--- config.mk ---
export PLATFORM = sky130hd
export DESIGN_NAME = mfp_uart_transmitter
export DESIGN_NICKNAME = d
export VERILOG_FILES = /design/src/rtl/mfp_uart_transmitter.sv
export SDC_FILE = /design/constraint.sdc
export NUM_CORES = 1
export LEC_CHECK = 0
export ABC_AREA = 1
export ABC_CLOCK_PERIOD_IN_PS = 4400
export BUFFER_PORTS_ARGS = -buffer_cell sky130_fd_sc_hd__buf_2
export CAP_MARGIN = 20
export CORE_MARGIN = 1
export CORE_UTILIZATION = 55
export CTS_BUF_LIST = sky130_fd_sc_hd__clkbuf_2 sky130_fd_sc_hd__clkbuf_4 sky130_fd_sc_hd__clkbuf_8
export DETAILED_ROUTE_END_ITERATION = 12
export GPL_ROUTABILITY_DRIVEN = 0
export GPL_TIMING_DRIVEN = 0
export PLACE_DENSITY_LB_ADDON = 0.15
export SYNTH_ARGS = -nofsm -noshare
export SYNTH_HDL_FRONTEND = slang
export SYNTH_SLANG_ARGS = --single-unit
--- constraint.sdc ---
create_clock -name clock -period 4.4 [get_ports clock]
set_input_delay 0.66 -clock clock [delete_from_list [all_inputs] [get_ports clock]]
set_output_delay 0.66 -clock clock [all_outputs]
set_load 0.03 [all_outputs]
--- src/rtl/mfp_uart_transmitter.sv ---
// 8N1 UART transmitter: byte FIFO feeding a registered serial TX line, LSB first.
// Latency: byte into empty FIFO while idle starts its frame one edge later; backpressure: byte_ready low only when FIFO full.

module mfp_uart_tx_fifo #(
    parameter int DEPTH_LOG2 = 4
) (
    input  logic                  clock,
    input  logic                  reset,
    input  logic                  push_vld,
    input  logic [7:0]            push_dat,
    output logic                  push_rdy,
    input  logic                  pop,
    output logic [7:0]            head_dat,
    output logic [DEPTH_LOG2:0]   count
);
    localparam int DEPTH = 1 << DEPTH_LOG2;
    localparam logic [DEPTH_LOG2:0] FULL_COUNT = (DEPTH_LOG2 + 1)'(DEPTH);

    logic [7:0]            mem_q [DEPTH];
    logic [DEPTH_LOG2-1:0] wr_ptr_q, wr_ptr_d;
    logic [DEPTH_LOG2-1:0] rd_ptr_q, rd_ptr_d;
    logic [DEPTH_LOG2:0]   count_q, count_d;
    logic                  do_push;
    logic                  do_pop;

    // Ready comes from the registered count only, so a same-cycle pop never opens a full FIFO.
    assign push_rdy = (count_q != FULL_COUNT);
    assign do_push  = push_vld & push_rdy;
    assign do_pop   = pop & (count_q != '0);
    assign head_dat = mem_q[rd_ptr_q];
    assign count    = count_q;

    always_comb begin
        wr_ptr_d = wr_ptr_q;
        rd_ptr_d = rd_ptr_q;
        count_d  = count_q;
        if (do_push) begin
            wr_ptr_d = wr_ptr_q + 1'b1;
        end
        if (do_pop) begin
            rd_ptr_d = rd_ptr_q + 1'b1;
        end
        if (do_push && !do_pop) begin
            count_d = count_q + 1'b1;
        end else if (!do_push && do_pop) begin
            count_d = count_q - 1'b1;
        end
    end

    always_ff @(posedge clock) begin
        if (reset) begin
            wr_ptr_q <= '0;
            rd_ptr_q <= '0;
            count_q  <= '0;
        end else begin
            wr_ptr_q <= wr_ptr_d;
            rd_ptr_q <= rd_ptr_d;
            count_q  <= count_d;
        end
    end

    always_ff @(posedge clock) begin
        if (!reset && do_push) begin
            mem_q[wr_ptr_q] <= push_dat;
        end
    end
endmodule

module mfp_uart_transmitter #(
    parameter int CLOCK_FREQUENCY = 50000000,
    parameter int BAUD_RATE       = 115200,
    parameter int FIFO_DEPTH_LOG2 = 4
) (
    input  logic                       clock,
    input  logic                       reset,
    input  logic [7:0]                 byte_data,
    input  logic                       byte_valid,
    output logic                       byte_ready,
    output logic                       tx,
    output logic                       busy,
    output logic [FIFO_DEPTH_LOG2:0]   fifo_count
);
    localparam int DIVIDER = CLOCK_FREQUENCY / BAUD_RATE;
    localparam int DIV_W   = (DIVIDER > 1) ? $clog2(DIVIDER) : 1;
    localparam logic [DIV_W-1:0] DIV_LAST = DIV_W'(DIVIDER - 1);

    generate
        if (DIVIDER < 2) begin : g_bad_divider
            $error("mfp_uart_transmitter: CLOCK_FREQUENCY / BAUD_RATE must be at least 2");
        end
    endgenerate

    typedef enum logic [1:0] {
        ST_IDLE  = 2'd0,
        ST_START = 2'd1,
        ST_DATA  = 2'd2,
        ST_STOP  = 2'd3
    } state_t;

    state_t           state_q, state_d;
    logic             tx_q, tx_d;
    logic [7:0]       shift_q, shift_d;
    logic [2:0]       bit_cnt_q, bit_cnt_d;
    logic [DIV_W-1:0] div_cnt_q, div_cnt_d;
    logic             pop;
    logic [7:0]       head_dat;
    logic             fifo_empty;
    logic             bit_end;

    mfp_uart_tx_fifo #(
        .DEPTH_LOG2 (FIFO_DEPTH_LOG2)
    ) u_fifo (
        .clock    (clock),
        .reset    (reset),
        .push_vld (byte_valid),
        .push_dat (byte_data),
        .push_rdy (byte_ready),
        .pop      (pop),
        .head_dat (head_dat),
        .count    (fifo_count)
    );

    assign fifo_empty = (fifo_count == '0);
    assign bit_end    = (div_cnt_q == DIV_LAST);
    assign tx         = tx_q;
    assign busy       = (state_q != ST_IDLE) | ~fifo_empty;

    always_ff @(posedge clock) begin
        if (reset) begin
            state_q   <= ST_IDLE;
            tx_q      <= 1'b1;
            shift_q   <= '0;
            bit_cnt_q <= '0;
            div_cnt_q <= '0;
        end else begin
            state_q   <= state_d;
            tx_q      <= tx_d;
            shift_q   <= shift_d;
            bit_cnt_q <= bit_cnt_d;
            div_cnt_q <= div_cnt_d;
        end
    end

    always_comb begin
        state_d = state_q;
        case (state_q)
            ST_IDLE: begin
                if (!fifo_empty) begin
                    state_d = ST_START;
                end
            end
            ST_START: begin
                if (bit_end) begin
                    state_d = ST_DATA;
                end
            end
            ST_DATA: begin
                if (bit_end && (bit_cnt_q == 3'd7)) begin
                    state_d = ST_STOP;
                end
            end
            ST_STOP: begin
                if (bit_end) begin
                    state_d = fifo_empty ? ST_IDLE : ST_START;
                end
            end
            default: state_d = ST_IDLE;
        endcase
    end

    always_comb begin
        tx_d      = tx_q;
        shift_d   = shift_q;
        bit_cnt_d = bit_cnt_q;
        div_cnt_d = div_cnt_q + 1'b1;
        pop       = 1'b0;
        case (state_q)
            ST_IDLE: begin
                div_cnt_d = '0;
                tx_d      = 1'b1;
                if (!fifo_empty) begin
                    pop     = 1'b1;
                    shift_d = head_dat;
                    tx_d    = 1'b0;
                end
            end
            ST_START: begin
                if (bit_end) begin
                    tx_d      = shift_q[0];
                    bit_cnt_d = '0;
                    div_cnt_d = '0;
                end
            end
            ST_DATA: begin
                if (bit_end) begin
                    div_cnt_d = '0;
                    if (bit_cnt_q == 3'd7) begin
                        tx_d = 1'b1;
                    end else begin
                        shift_d   = shift_q >> 1;
                        tx_d      = shift_q[1];
                        bit_cnt_d = bit_cnt_q + 1'b1;
                    end
                end
            end
            ST_STOP: begin
                tx_d = 1'b1;
                if (bit_end) begin
                    div_cnt_d = '0;
                    // Chain straight into the next start bit so back-to-back frames have no idle gap.
                    if (!fifo_empty) begin
                        pop     = 1'b1;
                        shift_d = head_dat;
                        tx_d    = 1'b0;
                    end
                end
            end
            default: begin
                div_cnt_d = '0;
                tx_d      = 1'b1;
            end
        endcase
    end
endmodule

==> impl_metrics.csv, run 1 <==
group,metric,value,unit
pwr,vdd_drop_max,320,µV
clock_tree,postCtsSetupBuffers,0,
sta,fin_crit_sh,68.5,%
routing,ant_nets,0,
clock_tree,clockBufferDepth,2,
clock_tree,cts_tree,"built",
synth,yosysSeqAreaShare,61.9,%
routing,drt-pass1-iter-count,5,
sta,rsz0062_at_grt,"false",
worst_hold_path,hold_path.class,"reg -> reg",
sta,fin_tns_setup,0,ps
worst_setup_path,worst-path-max-fanout,7,
clock_tree,cts_buffers,17,
global_routing,globalRouteOverflowTotal,0,
synth,synth_mux_area_share,0,%
finish,nFillCells,1097,
worst_setup_path,end_kind,"register",
worst_setup_path,crit_type,"reg -> reg",
floorplan,fp.dieW,119,µm
global_routing,grt_pass1_wl,26.1,mm
clock_tree,htree_levels,4,
finish,drive_above_1_share,10.3,%
routing,drt_wl_total,16.8,mm
synth,yosys.area_share.simple,22.2,%
pwr,p_per_area,539,nW/µm²
pwr,clkPwrFrac,23.2,%
global_routing,grt_util_met3,4.49,%
job,maxCapViolCount,0,
global_routing,use_met2,37.1,%
synth,synth_top_family_by_area,"simple AND/OR/NAND/NOR gates",
finish,layout_common_cells,"nand2_1, edfxtp_1, inv_1",
worst_setup_path,start_kind,"register",
sta,fin_crit,3020,ps
synth,synthArstFlopShare,0,%
sta,max_freq,332,MHz
status,outcome,"completed",
floorplan,rows,42,
clock_tree,clock_latency,460,ps
routing,viasPerCell,5.37,
sta,finalSetupViolCount,0,
sta,worstMarginPinSlew,786,ps
routing,dr_total_vias,5411,
clock_tree,root_buffer,"clkbuf_8",
worst_setup_path,crit_arrival,3370,ps
placed_design,dp_cells,973,
worst_setup_path,crit_required,4760,ps
synth,synth_ff_type,"edfxtp_1",
sta,relSlewSlack,47.4,%
global_routing,grt_usage,25.2,%
finish,num_antenna_cells,0,
synth,synth_xor_area_share,0.701,%
placed_design,port_buffers,18,
global_routing,grt_max_degree,17,
global_routing,grt_pass1_vias,5012,
floorplan,ios,19,
synth,synth_edf_count,128,
synth,synth-seq-cells,168,
finish,final_cell_count_no_fill,1008,
pwr,seq_power_share,42.0,%
floorplan,start_util,56.4,%
global_routing,grt.met1_usage,35.8,%
sta,finClkSkew,13.4,ps
finish,area_growth,9.42,%
floorplan,fp.dieArea,14100,µm²
clock_tree,post_cts_resized,0,
finish,fin_nets,850,
global_routing,antenna_found_initial,0,
synth,synth_cell_types,33,
sta,finalHoldViolCount,0,
synth,synth_adder_area_share,3.44,%
synth,synthCells,778,
placed_design,dp.final_hpwl,11.7,mm
pwr,power.internal,0.00276,W
global_routing,grt.busiest_layer,"met2",
clock_tree,cts_hold_buffers,0,
floorplan,die_y,119,µm
synth,ys_warn_count,0,
pwr,power_frac_comb,34.8,%
routing,drt_iter0_drc,496,
sta,drv_slew,0,
synth,syn_avg_cell_area,9.64,µm²
clock_tree,clk_pin_slew,90,ps
pwr,sw_frac_of_total,37.7,%
clock_tree,clock_sinks,168,
pwr,p_leak,3.38,nW
routing,wl_per_cell,16.7,µm
pwr,power_switching,0.00167,W
routing,drc_errors,0,
synth,netlist_area,7500,µm²
floorplan,core_area,13300,µm²
synth,synthesis.nets,809,
finish,layout_commonest_cell,"nand2_1",
synth,synth_compound_area_share,4.75,%
-- metal layers --
metal  vias to the layer above  share of wire, %
li1                       2643                 -
met1                      2534                46
met2                       193                45
met3                        41               6.0
met4                         0               3.2
met5                         -                 0
-- final timing paths --
kind	from	slack, ps	cells after the start	to
min reg2reg	shift_q[4]	470	2	shift_q[4]
min	shift_q[4]	470	2	shift_q[4]
max reg2reg	state_q[0]	1380	16	u_fifo.count[4]
max	state_q[0]	1380	16	u_fifo.count[4]
-- critical path, cell delays in order (launching register included) --
cell	delay, ps
dfxtp_1	460
inv_1	130
ha_1	310
or2_2	290
inv_1	150
nand2_1	140
ha_1	290
inv_1	130
ha_1	280
nand2_1	80
nand2_1	50
a21oi_1	150
nor2_1	60
nor2_1	120
nand2_1	60
o21ai_0	160
nor2_1	50
-- kinds of logic after synthesis --
family          count (synthesis)
buf+inv                       128
simple gates                  395
fa+ha+maj                      20
xor+xnor                        6
compound gates                 61
flops                         168
-- synth_stat cells, types with 2 or more instances --
cell,n,area (µm²)
a211oi_1,2,15.0
a21oi_1,23,115
a21oi_2,4,35.0
a31oi_1,2,12.5
buf_1,2,7.51
buf_2,12,60.1
buf_4,4,30.0
buf_6,2,22.5
clkbuf_1,11,41.3
dfxtp_1,40,801
edfxtp_1,128,3840
ha_1,19,238
inv_1,94,353
inv_2,3,11.3
nand2_1,212,796
nand2_2,2,12.5
nand3_1,91,455
nand4_1,5,31.3
nor2_1,70,263
nor2_2,2,12.5
nor3_1,5,25.0
nor3b_1,3,22.5
o211ai_1,7,52.6
o21ai_0,21,105
or2_2,2,12.5
xnor2_1,4,35.0
xor2_1,2,17.5
-- power groups by stage --
stage                     sequential [W]  combinational (W)  clock (W)
after floorplan                  0.00192            0.00107          0
after global placement           0.00189            0.00146          0
after detailed placement         0.00189            0.00151          0
after CTS                        0.00186            0.00152    0.00104
after global routing             0.00187            0.00170    0.00110
final                            0.00186            0.00154    0.00103
-- stage by stage --
step	cell area [µm²]	utilization (%)	total power (W)	setup slack (ps)	hold slack [ps]
3_5_place_dp	7820	58.8	0.00340	1410	455
2_1_floorplan	7500	-	0.00299	1700	433
3_3_place_gp	7810	58.8	0.00335	1520	444
4_1_cts	8190	61.6	0.00441	1390	469
6_report	8210	61.7	0.00442	1380	470
5_1_grt	8210	61.7	0.00466	1120	492
-- layout make-up --
class,count,area (µm²),share of cell area (%)
inverters,97,364,4.44
clock inverters,14,125,1.52
flip-flops and latches,168,4640,56.6
clock buffers,18,241,2.94
plain buffers,31,161,1.97
repair buffers,22,120,1.46
well taps,176,220,2.68
multi-input cells,482,2330,28.4
-- flip-flops by register name, summed over array words and instances (netlist names), named ones only --
name,cells
u_fifo.mem_q,128
state_q,2
div_cnt_q,9
u_fifo.rd_ptr_q,4
shift_q,8
tx,1
u_fifo.count,5
bit_cnt_q,3
u_fifo.wr_ptr_q,4
Note: power is estimated with default switching activity, not from simulation.
==> run 2: changes to the inputs <==
--- a/config.mk
+++ b/config.mk
@@ -5,8 +5,8 @@
 export SDC_FILE = /design/constraint.sdc
 export NUM_CORES = 1
 export LEC_CHECK = 0
-export ABC_AREA = 1
-export ABC_CLOCK_PERIOD_IN_PS = 4400
+export ABC_AREA = 0
+export ABC_CLOCK_PERIOD_IN_PS = 3200
 export BUFFER_PORTS_ARGS = -buffer_cell sky130_fd_sc_hd__buf_2
 export CAP_MARGIN = 20
 export CORE_MARGIN = 1
==> constraint.sdc (replaced) <==
create_clock -name clock -period 3.2 [get_ports clock]
set_input_delay 0.48 -clock clock [delete_from_list [all_inputs] [get_ports clock]]
set_output_delay 0.48 -clock clock [all_outputs]
set_load 0.03 [all_outputs]
==> run 2 against run 1 <==
  * Global-route usage shrank 2.7 points
  * Via count shrank 27%
  * Sequential share of layout area grew 3.2 points
  * Non-clock buffer count shrank 8
  * Worst setup slack lost 1200 ps
  * First-iteration DRC count shrank 42%
  * Clock-buffer cell count is the same
  * Highest routed layer unchanged
  * Routed wire length shrank 20%
  * Synthesized cell count shrank 42%
  * Utilization grew 2.1 points
  * Clock skew shrank 2.6 ps
  * Design area shrank 5.4%
==> impl_metrics.csv, run 2 <==
group,metric,value,unit
status,outcome,"completed",
synth,synth_edf_count,128,
routing,wl_per_cell,19.9,µm
synth,synth_ff_type,"edfxtp_1",
synth,synth-seq-cells,168,
floorplan,ios,19,
routing,drc_errors,0,
clock_tree,clockBufferDepth,2,
placed_design,pre_cts_ws,-85.9,ps
synth,netlist_area,6970,µm²
finish,multi_input_area,2210,µm²
clock_tree,clock_latency,460,ps
global_routing,grt_usage,22.6,%
synth,syn_avg_cell_area,15.4,µm²
sta,fin_tns_setup,0,ps
floorplan,start_util,57.3,%
global_routing,grt_pass1_vias,3891,
synth,synth_xor_area_share,1.63,%
worst_setup_path,worst-path-max-fanout,6,
synth,netlist_top_cells_count,"edfxtp_1, nor2_1, dfxtp_1",
finish,fin_area,7770,µm²
routing,drt_wl_total,13.5,mm
global_routing,globalRouteOverflowTotal,0,
synth,synthArstFlopShare,0,%
worst_setup_path,crit_arrival,3390,ps
finish,final-seq-area,4650,µm²
pwr,vdd_drop_max,436,µV
floorplan,fp.dieW,115,µm
synth,synth.most_common_cell,"edfxtp_1",
synth,synth_top_family_by_area,"multiplexers",
sta,max_freq,329,MHz
synth,synth_compound_area_share,5.67,%
synth,synth_adder_area_share,3.70,%
job,maxCapViolCount,0,
global_routing,grt_pass1_wl,20.9,mm
sta,drv_slew,0,
global_routing,antenna_found_initial,0,
synth,synth_mux_area_share,11.9,%
finish,drive_above_1_share,21.8,%
routing,ant_nets,0,
sta,worstMarginPinSlew,977,ps
sta,layout_setup_ws,163,ps
finish,area_growth,11.4,%
sta,finalSetupViolCount,0,
finish,largest_reg_flops,128,
sta,relSlewSlack,34.6,%
worst_setup_path,start_kind,"register",
worst_setup_path,crit_required,3550,ps
global_routing,grt_max_degree,17,
placed_design,place_area,7290,µm²
floorplan,fp.dieArea,13100,µm²
finish,reg_top3,"u_fifo.mem_q: 128 flops, div_cnt_q: 9 flops, shift_q: 8 flops",
sta,fin_crit_sh,94.9,%
finish,layout_commonest_cell,"edfxtp_1",
finish,layout_common_cells,"edfxtp_1, nor2_1, dfxtp_1",
clock_tree,cts_buffers,17,
synth,synthCells,453,
worst_setup_path,crit_type,"reg -> reg",
routing,drt_iter0_drc,290,
synth,synth_area_leaders,"edfxtp_1, dfxtp_1, mux4_2",
floorplan,die_y,115,µm
clock_tree,root_buffer,"clkbuf_8",
clock_tree,cts_tree,"built",
placed_design,dp.final_hpwl,8.91,mm
routing,drt-pass1-iter-count,6,
worst_setup_path,end_kind,"register",
finish,fin_nets,528,
finish,regMostFlops,"u_fifo.mem_q",
routing,dr_total_vias,3924,
sta,fin_crit,3040,ps
placed_design,port_buffers,18,
synth,yosysSeqAreaShare,66.6,%
finish,fin_util,63.9,%
pwr,p_leak,2.57,nW
synth,synth_top_area_share,55.1,%
worst_hold_path,hold_path.class,"in -> reg",
clock_tree,clk_pin_slew,90,ps
finish,num_antenna_cells,0,
routing,viasPerCell,5.79,
synth,synthesis.nets,484,
finish,nFillCells,888,
synth,yosys.area_share.simple,8.09,%
clock_tree,htree_levels,4,
synth,ys_warn_count,0,
floorplan,rows,40,
synth,synth_cell_types,56,
clock_tree,clock_sinks,168,
floorplan,core_area,12200,µm²
pwr,p_per_area,764,nW/µm²
synth,yosysTopAreaCell,"edfxtp_1",
sta,finClkSkew,10.8,ps
sta,finalHoldViolCount,0,
-- run 2: area by class of cell --
class                           instances  share of cell area (%)
Timing Repair Buffer                   25                    1.71
Tap cell                              168                    2.71
Sequential cell                       168                    59.8
Clock inverter                         14                    2.09
Inverter                               11                   0.532
Multi-Input combinational cell        254                    28.4
Clock buffer                           18                    3.11
Buffer                                 20                    1.61
-- run 2: power breakdown --
group          switching [W]  internal, W  total, W  leakage, nW
sequential          0.000108      0.00248   0.00259         1.48
combinational       0.000993     0.000821   0.00181        0.892
clock               0.000811     0.000722   0.00153        0.198
total                0.00191      0.00402   0.00593         2.57
-- run 2: critical path, cell delays in order (launching register included) --
cell	delay, ps
dfxtp_2	330
inv_1	50
ha_1	130
and4b_1	210
clkbuf_4	190
a31oi_4	110
nor3_4	190
inv_1	70
ha_2	200
inv_1	130
ha_4	220
nor2b_1	140
o21a_1	180
or3_1	320
a21oi_2	160
mux2_4	310
-- run 2: final timing paths --
check	start	to	slack, ps	cells after the start
setup reg to reg	div_cnt_q[1]	u_fifo.count[4]	160	15
hold / removal	byte_data[7]	u_fifo.mem_q[8][7]	400	1
hold reg to reg	div_cnt_q[0]	div_cnt_q[0]	450	1
setup / recovery	div_cnt_q[1]	u_fifo.count[4]	160	15
-- run 2: repair_timing --
action                     in CTS  in global routing
resized for setup               3                  7
setup buffers                   1                  2
cloned                          0                  0
pin swaps                       1                  2
setup endpoints to repair       1                  1
hold buffers                    0                  0
-- run 2: kinds of logic after synthesis --
| kind of cell | after synthesis |
|---|---|
| mux | 45 |
| simple gates | 115 |
| flops | 168 |
| compound gates | 61 |
| fa+ha+maj | 20 |
| buf+inv | 31 |
| xor+xnor | 13 |
-- run 2: per-stage QoR --
step	cells	hold WS, ps	power (W)
6_report	678	396	0.00593
3_5_place_dp	643	455	0.00432
5_1_grt	678	353	0.00625
4_1_cts	676	361	0.00589
2_1_floorplan	453	433	0.00394
3_3_place_gp	639	446	0.00428
-- run 2: per-layer routing --
layer	global-route usage, %	part of all wire [%]
met5	0	0
met2	38.1	51
met1	27.9	43
met4	8.83	1.3
met3	6.03	4.9
